### src/rtl/riscv_pkg.sv
// Shared constants and types for the RISC-V pipeline register file.
package riscv_pkg;
  localparam int XLEN      = 32;
  localparam int NREGS     = 32;
  localparam int REG_IDX_W = $clog2(NREGS);

  typedef logic [4:0]      reg_idx_t;
  typedef logic [XLEN-1:0] word_t;
endpackage

### src/rtl/wr_counter.sv
// Saturating up/down outstanding-write counter for one architectural register.
module wr_counter #(
  parameter int CNT_W = 2
) (
  input  logic             clk,
  input  logic             srst,
  input  logic             inc,
  input  logic             dec,
  input  logic             clr,
  output logic [CNT_W-1:0] cnt,
  output logic             ovf
);
  localparam logic [CNT_W-1:0] MAX = '1;

  assign ovf = inc && !dec && !clr && (cnt == MAX);

  // Underflow simply holds: leftover write-backs drain harmlessly after a flush.
  always_ff @(posedge clk or posedge srst) begin
    if (srst)                              cnt <= '0;
    else if (clr)                          cnt <= '0;
    else if (inc && !dec && cnt != MAX)    cnt <= cnt + 1'b1;
    else if (dec && !inc && cnt != '0)     cnt <= cnt - 1'b1;
  end
endmodule

### src/rtl/reg_file_scoreboard.sv
// Register file with write-through bypass and per-register pending-write scoreboard.
// Build option: REGFILE_RESET_CLEAR_EN makes srst also clear the data registers.
module reg_file_scoreboard
  import riscv_pkg::*;
#(
  parameter int XLEN  = riscv_pkg::XLEN,
  parameter int NREGS = riscv_pkg::NREGS,
  parameter int CNT_W = 2
) (
  input  logic            clk,
  input  logic            srst,
  input  logic            issue_valid_d,
  input  logic            issue_wr_d,
  input  reg_idx_t        issue_rd_d,
  input  logic            flush,
  input  reg_idx_t        a1_d,
  input  reg_idx_t        a2_d,
  input  logic            reg_write_w,
  input  reg_idx_t        rd_w,
  input  logic [XLEN-1:0] result_w,
  output logic [XLEN-1:0] rd1_d,
  output logic [XLEN-1:0] rd2_d,
  output logic            busy1_d,
  output logic            busy2_d,
  output logic            ovf_err
);
  logic [XLEN-1:0]  regs [NREGS];
  logic [CNT_W-1:0] cnt  [NREGS];
  logic [NREGS-1:0] ovf;

`ifdef REGFILE_RESET_CLEAR_EN
  always_ff @(posedge clk or posedge srst) begin
    if (srst) begin
      for (int r = 0; r < NREGS; r++) regs[r] <= '0;
    end else begin
      regs[0] <= '0;
      for (int r = 1; r < NREGS; r++)
        if (reg_write_w && rd_w == reg_idx_t'(r)) regs[r] <= result_w;
    end
  end
`else
  always_ff @(posedge clk) begin
    regs[0] <= '0;
    for (int r = 1; r < NREGS; r++)
      if (reg_write_w && rd_w == reg_idx_t'(r)) regs[r] <= result_w;
  end
`endif

  // x0 is hard-wired: no counter, never busy.
  assign cnt[0] = '0;
  assign ovf[0] = 1'b0;

  for (genvar r = 1; r < NREGS; r++) begin : g_cnt
    wr_counter #(.CNT_W(CNT_W)) u_cnt (
      .clk  (clk),
      .srst (srst),
      .inc  (issue_valid_d && issue_wr_d && issue_rd_d == reg_idx_t'(r) && !flush),
      .dec  (reg_write_w && rd_w == reg_idx_t'(r)),
      .clr  (flush),
      .cnt  (cnt[r]),
      .ovf  (ovf[r])
    );
  end

  always_ff @(posedge clk or posedge srst) begin
    if (srst)      ovf_err <= 1'b0;
    else if (|ovf) ovf_err <= 1'b1;
  end

  logic byp1, byp2;
  assign byp1 = reg_write_w && rd_w == a1_d;
  assign byp2 = reg_write_w && rd_w == a2_d;

  assign rd1_d = (a1_d == '0) ? '0 : byp1 ? result_w : regs[a1_d];
  assign rd2_d = (a2_d == '0) ? '0 : byp2 ? result_w : regs[a2_d];

  // A write-back landing this cycle already retires one outstanding write.
  assign busy1_d = (a1_d != '0) && (cnt[a1_d] > (byp1 ? CNT_W'(1) : CNT_W'(0)));
  assign busy2_d = (a2_d != '0) && (cnt[a2_d] > (byp2 ? CNT_W'(1) : CNT_W'(0)));
endmodule

### config.mk
export PLATFORM = sky130hd
export DESIGN_NAME = reg_file_scoreboard
export DESIGN_NICKNAME = d
export VERILOG_FILES = /design/src/rtl/riscv_pkg.sv /design/src/rtl/wr_counter.sv /design/src/rtl/reg_file_scoreboard.sv
export SDC_FILE = /design/constraint.sdc
export NUM_CORES = 2
export LEC_CHECK = 0
export ABC_AREA = 0
export BUFFER_PORTS_ARGS = -buffer_cell sky130_fd_sc_hd__buf_4
export CAP_MARGIN = 20
export CORE_ASPECT_RATIO = 0.6
export CORE_MARGIN = 8
export CORE_UTILIZATION = 40
export DETAILED_ROUTE_END_ITERATION = 8
export HOLD_SLACK_MARGIN = 0.05
export PLACE_DENSITY = 0.65
export SLEW_MARGIN = 5
export SYNTH_ARGS = -nofsm -noshare
export SYNTH_HDL_FRONTEND = slang
export SYNTH_HIERARCHICAL = 1
export SYNTH_SLANG_ARGS = --single-unit
export TNS_END_PERCENT = 20
### constraint.sdc
create_clock -name clk -period 2.4 [get_ports clk]
set_input_delay 0.12 -clock clk [delete_from_list [all_inputs] [get_ports clk]]
set_output_delay 0.12 -clock clk [all_outputs]
set_load 0.05 [all_outputs]
==> metrics.txt <==
status complete, but fails checks; failing checks setup timing; Syn Inst Count 3285; vias in the first global route 35000; CP dominant cell by count mux4_2; worst setup margin -911 ps; share of cells above drive strength 1 37.3%; initial DRC count roughly 5000; clk_lat worst skew about 700 ps; Clock Path Buffers 3; Peak VDD IR 0.000612 V; CTS clk-pin slew, worst paths ~60 ps; hold slack 122 ps; RSZ-0062 raised after global routing true; Pleak roughly 22 nW; placed cell areas between 50000 and 60000 µm²; CTS tree done; slowest CP cell mux4_2; die area 144000 µm²; Net Count, Synth 3345; final antenna-violating net count 0; CTS buffer count 105; Core Area 131000 µm²; actual slew at the worst max-slew pin 947 ps; final WL 183000 µm; Pwr Total roughly 0.043 W; fin cells 5574; placed cells ~5300; Post-Syn Area per Cell between 15 and 20 µm²; area grow syn2layout 21.7%; Worst Skew ~4.8 ps; first-pass GRT wire length between 200000 and 300000 µm; HPWL Detailed around 110000 µm; register area share after synthesis 59.7%; Max Freq between 300 and 400 MHz; total vias in the final route between 30000 and 40000; asr flop ratio synth approximately 6.0%; warnings from Yosys 6; die height a little under 300 µm; Tightest Hold Check Type input pin to flip-flop; initial antenna violation count 5; CP Capture Type primary output; cells on worst reg2reg path 7; final setup violating endpoints between 60 and 70; gr ovfl total 0; die width between 400 and 500 µm; Root Driver clkbuf_16; endpoints failing hold 0; share of the synthesized area in the top cell type 56.7%; # clock sinks around 1100; Starting Density between 40% and 50%; P per Cell Area about 670 nW/µm²; period utilization 138%; Unique masters post-synth between 50 and 60; ys flop type edfxtp_1; drc violations 0; Vias/cell 6.49; CP Max Fanout 3; worst hold stages 5; delay of the slowest cell on the worst path about 540 ps; post-layout util 48.9%; max-slew violations 0; largest net degree at the start of global routing 94; Max-Cap Viols 0; GRT Util Overall between 20% and 30%; crit-path cells mux4_2 -> mux4_2 -> mux2i_4 -> ha_4 -> o21ai_2 -> a211oi_2 -> nor3_4 -> buf_6; htree depth 3; I/O pins between 100 and 150; # nets final approximately 3800; minimum clock period about 3300 ps; GPL Wtd Cong approximately 0.85; Post-synth EDFFs around 1000; cell area after layout 64000 µm²; main area contributors after synthesis edfxtp_1 57%, mux4_2 16%, mux2i_1 5.2%; first drt pass iteration count 6; WL per Instance 32.8 µm; Worst setup SP type flip-flop; worst setup path category flip-flop to primary output; Cell Area, Synth 52600 µm²; Core Rows 103; IO buf count 124; Synth Register Bits approximately 1100; dominant cell type by area after synthesis edfxtp_1; max_slew headroom a little under two fifths; Worst EP arrival 3190 ps; CP required 2280 ps
==> per-stage QoR <==
stage               setup TNS, ps  setup slack, ps
CTS                        -24200            -1010
global route               -26480            -1000
finish                     -21550             -911
detailed placement         -15160             -579
global placement           -15580             -590
floorplan                   -1030             -449
==> final timing paths <==
check / from / end / slack, ps
worst max-delay path: g_cnt[5].u_cnt/cnt[0]$_DFFE_PP0P_ / busy2_d / -910
worst min-delay path: issue_rd_d[0] / g_cnt[20].u_cnt/cnt[1]$_DFFE_PP0P_ / 120
worst max register to register: g_cnt[28].u_cnt/cnt[0]$_DFFE_PP0P_ / ovf_err$_DFFE_PP0P_ / 610
worst min register to register: g_cnt[31].u_cnt/cnt[1]$_DFFE_PP0P_ / g_cnt[31].u_cnt/cnt[1]$_DFFE_PP0P_ / 620
max in group asynchronous: srst / ovf_err$_DFFE_PP0P_ / 1160
min in group asynchronous: srst / g_cnt[14].u_cnt/cnt[1]$_DFFE_PP0P_ / 600
==> layer usage <==
metal / up-vias / global-route usage [%] / part of all wire (%)
li1: 14500 / - / -
met1: 18700 / 35.9 / 41
met2: 2557 / 36.0 / 43
met3: 380 / 5.81 / 12
met4: 4 / 7.77 / 3.8
met5: - / 0 / 0.013
==> logic make-up (layout without fill, tap and decap cells) <==
group,after synthesis,in the layout,synth area share [%]
buffers and inverters,303,856,2.74
DFF,1055,1055,59.7
and+or+nand+nor,488,488,4.88
adders and majority gates,2,2,0.0476
xor gates and xnor gates,41,41,0.683
muxes,792,792,24.4
other,0,4,0
AOI/OAI and AO/OA,604,604,7.62
==> cells in the final DEF, fill, tap and decap left out, drive strengths merged, types with 63 or more instances in the layout <==
master  Yosys  layout
inv        64      68
o21ai     176     176
mux2      143     143
a22oi      81      81
dfrtp      63      63
a21oi      96      96
mux2i     274     274
buf       137     556
clkbuf    101     121
nor2      141     141
nor3       67      67
mux4      375     375
edfxtp    992     992
==> final cells by class <==
cell class / instances / area, µm²
fill: 10800 / 67000
sequential: 1055 / 31400
multi-input combinational: 1927 / 20800
timing repair buffer: 595 / 5870
clock buffer: 121 / 2750
tap: 1732 / 2170
clock inverter: 75 / 788
inverter: 65 / 244
antenna: 4 / 10.0
==> cell usage after synthesis (3+ instances only) <==
library cell / n
a2111oi_0: 15
a211oi_1: 43
a21oi_1: 96
a221o_1: 38
a221oi_1: 37
a22o_1: 36
a22oi_1: 81
a31oi_1: 27
and2_1: 32
and2b_2: 31
and3_1: 20
buf_1: 17
buf_2: 89
buf_4: 16
buf_6: 12
clkbuf_1: 100
dfrtp_1: 63
edfxtp_1: 992
inv_1: 64
mux2_2: 143
mux2i_1: 274
mux4_2: 375
nand2_1: 55
nand2b_1: 10
nand3_1: 36
nand4_1: 4
nor2_1: 141
nor2b_1: 38
nor3_1: 67
nor3b_1: 34
nor4_1: 9
o21ai_0: 153
o21ai_1: 23
o221ai_1: 14
o22ai_1: 36
or2_2: 3
xnor2_1: 37
xor2_1: 4
==> worst max-delay path, delay by kind of cell (launching register included) <==
family	cells	cell delay, ps
mux	3	1230
buf+inv	1	190
simple gates	1	240
fa+ha+maj	1	230
flops	1	410
compound gates	2	180
==> report_power, final <==
part | switching [W] | total, W | internal, W
Sequential | 0.0000943 | 0.0204 | 0.0203
Combinational | 0.00330 | 0.00552 | 0.00221
Clock | 0.00738 | 0.0171 | 0.00976
Total | 0.0108 | 0.0431 | 0.0323
==> timing repair <==
action                                  CTS  global route
endpoints found under the hold margin  1115             0
gates resized for setup                 149            55
hold buffers                             40             0
setup endpoints to repair                66            67
setup buffers                             2             2
pin swaps                                73            19
==> flip-flops by register name, summed over array words and instances (netlist names) <==
| name | count |
|---|---|
| regs | 992 |
| g_cnt.u_cnt/cnt | 62 |
| ovf_err | 1 |
No activity file was read; power rests on OpenSTA's default activity.
